File: src/rtl/fb_rect_writer.sv
// Purpose : fills a clipped axis-aligned rectangle of one colour into the row-major framebuffer.
// Latency : start taken in cycle T -> SETUP in T+1 -> first write in T+2, then one cell per accepted write.
// Backpr. : we/waddr/wdata held stable while wready is low; ready only in IDLE, start otherwise dropped.
//
// Ports:
//   clk, rst            clock, synchronous active-high reset
//   start, ready        request handshake (taken when start & ready)
//   x0, y0, w, h, color rectangle origin, size and fill colour (latched on accept)
//   abort               cancel an in-flight fill (SETUP/DRAW only), no done pulse
//   busy, done          busy in SETUP/DRAW; done is a one-cycle completion pulse
//   we, waddr, wdata    framebuffer write port, transfer when we & wready
//   wready              write accept from the framebuffer
module fb_rect_writer #(
    parameter int HSIZE  = 160,
    parameter int VSIZE  = 120,
    parameter int XWIDTH = 8,
    parameter int YWIDTH = 7,
    parameter int AWIDTH = 15,
    parameter int CWIDTH = 12
) (
    input  logic              clk,
    input  logic              rst,
    input  logic              start,
    input  logic [XWIDTH-1:0] x0,
    input  logic [YWIDTH-1:0] y0,
    input  logic [XWIDTH-1:0] w,
    input  logic [YWIDTH-1:0] h,
    input  logic [CWIDTH-1:0] color,
    input  logic              abort,
    output logic              ready,
    output logic              busy,
    output logic              done,
    output logic              we,
    output logic [AWIDTH-1:0] waddr,
    output logic [CWIDTH-1:0] wdata,
    input  logic              wready
);

    localparam logic [1:0] S_IDLE  = 2'd0;
    localparam logic [1:0] S_SETUP = 2'd1;
    localparam logic [1:0] S_DRAW  = 2'd2;
    localparam logic [1:0] S_DONE  = 2'd3;

    localparam logic [XWIDTH:0]   HLIM  = (XWIDTH+1)'(HSIZE);
    localparam logic [YWIDTH:0]   VLIM  = (YWIDTH+1)'(VSIZE);
    localparam logic [AWIDTH-1:0] HSTEP = AWIDTH'(HSIZE);

    logic [1:0]        state;
    logic [XWIDTH-1:0] lx0, lw, x;
    logic [YWIDTH-1:0] ly0, lh, y;
    logic [CWIDTH-1:0] lcolor;
    logic [XWIDTH:0]   xe;
    logic [YWIDTH:0]   ye;
    logic [AWIDTH-1:0] row_base;

    // Clip against the framebuffer using one extra bit so x0+w / y0+h never wrap.
    logic [XWIDTH:0]   xsum, xe_c;
    logic [YWIDTH:0]   ysum, ye_c;
    logic              empty;
    logic [AWIDTH-1:0] setup_base;
    logic              row_end, last_row, accept;

    always_comb begin
        xsum       = {1'b0, lx0} + {1'b0, lw};
        ysum       = {1'b0, ly0} + {1'b0, lh};
        xe_c       = (xsum > HLIM) ? HLIM : xsum;
        ye_c       = (ysum > VLIM) ? VLIM : ysum;
        empty      = (lw == '0) || (lh == '0) || ({1'b0, lx0} >= HLIM) || ({1'b0, ly0} >= VLIM);
        // The only multiply; it happens once per rectangle in SETUP, DRAW steps rows with an adder.
        setup_base = AWIDTH'(ly0) * HSTEP;
        row_end    = ({1'b0, x} == (xe - 1'b1));
        last_row   = ({1'b0, y} == (ye - 1'b1));
        accept     = we && wready;
    end

    assign ready = (state == S_IDLE);
    assign busy  = (state == S_SETUP) || (state == S_DRAW);
    assign done  = (state == S_DONE);
    assign we    = (state == S_DRAW);

    always_ff @(posedge clk) begin
        if (rst) begin
            state    <= S_IDLE;
            lx0      <= '0;
            ly0      <= '0;
            lw       <= '0;
            lh       <= '0;
            lcolor   <= '0;
            xe       <= '0;
            ye       <= '0;
            x        <= '0;
            y        <= '0;
            row_base <= '0;
            waddr    <= '0;
            wdata    <= '0;
        end else begin
            case (state)
                S_IDLE: begin
                    // abort is meaningless here, so start always wins.
                    if (start) begin
                        lx0    <= x0;
                        ly0    <= y0;
                        lw     <= w;
                        lh     <= h;
                        lcolor <= color;
                        state  <= S_SETUP;
                    end
                end
                S_SETUP: begin
                    if (abort) begin
                        state <= S_IDLE;
                    end else if (empty) begin
                        state <= S_DONE;
                    end else begin
                        xe       <= xe_c;
                        ye       <= ye_c;
                        x        <= lx0;
                        y        <= ly0;
                        row_base <= setup_base;
                        waddr    <= setup_base + AWIDTH'(lx0);
                        wdata    <= lcolor;
                        state    <= S_DRAW;
                    end
                end
                S_DRAW: begin
                    // A write accepted in the abort cycle has already reached the framebuffer.
                    if (abort) begin
                        state <= S_IDLE;
                    end else if (accept) begin
                        if (row_end) begin
                            if (last_row) begin
                                state <= S_DONE;
                            end else begin
                                x        <= lx0;
                                y        <= y + 1'b1;
                                row_base <= row_base + HSTEP;
                                waddr    <= row_base + HSTEP + AWIDTH'(lx0);
                            end
                        end else begin
                            x     <= x + 1'b1;
                            waddr <= waddr + 1'b1;
                        end
                    end
                end
                default: begin
                    state <= S_IDLE;
                end
            endcase
        end
    end

endmodule

File: config.mk
export PLATFORM = sky130hd
export DESIGN_NAME = fb_rect_writer
export DESIGN_NICKNAME = d
export VERILOG_FILES = /design/src/rtl/fb_rect_writer.sv
export SDC_FILE = /design/constraint.sdc
export NUM_CORES = 1
export LEC_CHECK = 0
export ABC_AREA = 0
export BUFFER_PORTS_ARGS = -buffer_cell sky130_fd_sc_hd__clkbuf_2
export CAP_MARGIN = 20
export CORE_ASPECT_RATIO = 2
export CORE_UTILIZATION = 55
export DETAILED_ROUTE_END_ITERATION = 6
export PLACE_DENSITY = 0.86
export SYNTH_ARGS = -nofsm -noshare
export SYNTH_HDL_FRONTEND = slang
export SYNTH_SLANG_ARGS = --single-unit
File: constraint.sdc
create_clock -name clk -period 3.5 [get_ports clk]
set_input_delay 0.525 -clock clk [delete_from_list [all_inputs] [get_ports clk]]
set_output_delay 0.525 -clock clk [all_outputs]
set_load 0.03 [all_outputs]
==> metrics.md <==
| Metric | Value |
|---|---|
| Fin. max-slew vios | 0 |
| Synth cell types | 82 |
| First-pass GRT wire length | ~31000 um |
| Post-DP HPWL | 13700 um |
| RSZ-0062 raised after global routing | no |
| Synthesized Nets | 986 |
| Via count | 6899 |
| RD Place Congestion | 0.923 |
| Die Footprint | about 13000 sq um |
| Peak supply drop | 0.467 mV |
| Pwr Density | 611 nW/um^2 |
| Final setup vio count | 0 |
| CTS buffer count | 17 |
| Number of antenna violations at the first check in global routing | 0 |
| DR WL/cell | roughly 17 um |
| Crit. End Element | register |
| Post-synth design cell area | 7070 sq um |
| Fillers | approximately 1100 |
| TritonRoute pass-1 iters | 5 |
| Crit path max fanout | 21 |
| Ys Warns | 0 |
| Main flop type after synthesis | dfxtp_1 |
| Max-Cap Viols | 0 |
| Area delta synth->final | 15.0% |
| Area of the multi-input gates | about 4400 sq um |
| DRC | 0 |
| Vias in the first global route | 6691 |
| DRT iter0 DRCs | roughly 530 |
| Starting density of the core | between 50% and 60% |
| Largest net degree at the start of global routing | 55 |
| Top post-synthesis cells by area | dfxtp_1 32%, nand2_1 7.5%, a21oi_1 7.4% |
| Leak | around 0.0033 uW |
| Worst Path Required | 3.82 ns |
| Total track usage | between 30% and 40% |
| Share of layout cells above drive strength 1 | between 10% and 20% |
| Core area | 12600 sq um |
| Status | completed |
| Flop and latch count out of synthesis | 113 |
| Rel. slew slack | 52.8% |
| Yosys top cell area share | about a third |
| Nets@finish | 1051 |
| Detail Route Antenna Nets | 0 |
| Die width | about 80 um |
| Period utilization | 92.2% |
| Count leader, synth | nand2_1 |
| Max Root-Sink Buffers | 2 |
| Dpl ws | between 0.2 and 0.3 ns |
| WS Path Type | reg2reg |
| Final Hold Viols | 0 |
| EDFF count, synth | 0 |
| Antenna diode count | 0 |
| Later-pin clock latency in the skew report | 0.43 ns |
| Max Clk Rate | roughly 310 MHz |
| Buffers on Ports | 77 |
| CP startpoint kind | register |
| IO Count | 78 |
| Post-layout min period | 3.23 ns |
| CTS clock-pin slew for the worst setup and hold paths | approximately 0.060 ns |
| FF/Latch Area | 2260 sq um |
| Arr. time, crit path | 3.55 ns |
| Tot Pwr | between 4000 and 5000 uW |
| Worst hold-check path type | in2reg |
| WL final | 19000 um |
| Slew at the pin closest to its max-slew limit | 0.706 ns |
| Die Y | between 150 and 200 um |
| Final TNS setup | 0 ns |
| CTS Root Cell | clkbuf_16 |
| Cells after synthesis | 894 |
| Final Skew | 0.00971 ns |
| Row Count | 58 |
| Clock sinks | 113 |
| Total gr overflow | 0 |
| H-tree Lvls | 4 |
| CTS tree | done |
| Sequential area share after synthesis | 32.0% |
| Synth Area per Inst | 7.90 sq um |
| Post-synth top cells | 142 x nand2_1, 113 x dfxtp_1, 104 x a21oi_1 |
| Post-synth ARST share | 0% |
| Yosys top cell by area | dfxtp_1 |
| Final WS setup | 0.273 ns |
| Vias per cell | slightly above 6 |
-- placed cells by master, fill, tap and decap left out, drive strengths merged, types with 9 or more instances in the layout --
master / instances
ha: 41
clkbuf: 94
a21oi: 106
a211oi: 20
o32ai: 17
o21ai: 29
nand3: 20
xnor2: 34
nor2: 67
buf: 17
nor4: 9
dfxtp: 113
xor2: 23
inv: 54
nor3: 23
nand2: 143
mux2i: 17
-- through the flow --
stage / hold slack (ns) / cells / util [%] / area [sq um]
detailed placement: 0.446 / 1090 / 60.2 / 7560
global placement: 0.436 / 1090 / 60.2 / 7560
CTS: 0.306 / 1122 / 64.7 / 8120
finish: 0.313 / 1122 / 64.7 / 8130
floorplan: 0.432 / 894 / - / 7070
global route: 0.310 / 1122 / 64.7 / 8130
-- power breakdown --
| part | total, uW | internal [uW] | switching (uW) | leakage (uW) |
|---|---|---|---|---|
| clock network | 1630 | 941 | 684 | 0.000267 |
| logic | 1640 | 621 | 1020 | 0.00211 |
| registers | 1710 | 1460 | 243 | 0.000920 |
-- logic make-up (layout without fill, tap and decap cells) --
| logic type | count (synthesis) | after routing | synth area share, % |
|---|---|---|---|
| flops | 113 | 113 | 32.0 |
| compound gates | 240 | 240 | 22.9 |
| fa+ha+maj | 45 | 45 | 8.39 |
| mux | 18 | 18 | 2.57 |
| buf+inv | 95 | 173 | 5.45 |
| simple gates | 326 | 326 | 21.6 |
| xor+xnor | 57 | 57 | 7.07 |
-- final timing paths --
| check | from | slack, ns | cells after the start | to |
|---|---|---|---|---|
| setup / recovery | ye[0] | 0.27 | 10 | row_base[10] |
| hold / removal | color[4] | 0.31 | 3 | lcolor[4] |
| setup reg to reg | ye[0] | 0.27 | 10 | row_base[10] |
| hold reg to reg | lcolor[4] | 0.45 | 2 | wdata[4] |
-- layout make-up --
type,instances,area share [%]
well taps,150,2.31
clock buffers,18,5.40
inverters,48,2.22
multi-input cells,686,54.5
clock inverters,14,1.45
repair buffers,93,6.25
flip-flops and latches,113,27.8
-- worst max-delay path, stage by stage (launching register included) --
cell and delay, ns:
dfxtp_1 0.38, inv_1 0.10, ha_1 0.28, nor4b_1 0.33
xnor2_1 0.11, or4_4 0.43, a2111oi_4 0.61, nand4bb_1 0.27
a21bo_4 0.31, a21oi_1 0.07, o221a_1 0.24
-- sequential cells by signal, indices dropped and copies added, names as in the netlist, 8 cells and up --
signal,cells
lx0,8
ye,8
xe,9
lw,8
lcolor,12
wdata,12
row_base,10
waddr,15
x,8
-- routing by layer --
layer / vias up / global-route usage (%) / share of wire [%]
met5: - / 0 / 0
met4: 0 / 22.7 / 7.2
met3: 106 / 6.63 / 4.6
met2: 270 / 53.2 / 53
met1: 3216 / 30.4 / 35
li1: 3307 / - / -
-- timing repair --
item | 4_1_cts | 5_1_grt
setup endpoints to repair | 0 | 1
buffers inserted | 0 | 0
hold buffers | 0 | 0
hold endpoints to repair | 0 | 0
gates resized for setup | 0 | 1
Note: power is estimated with default switching activity, not from simulation.
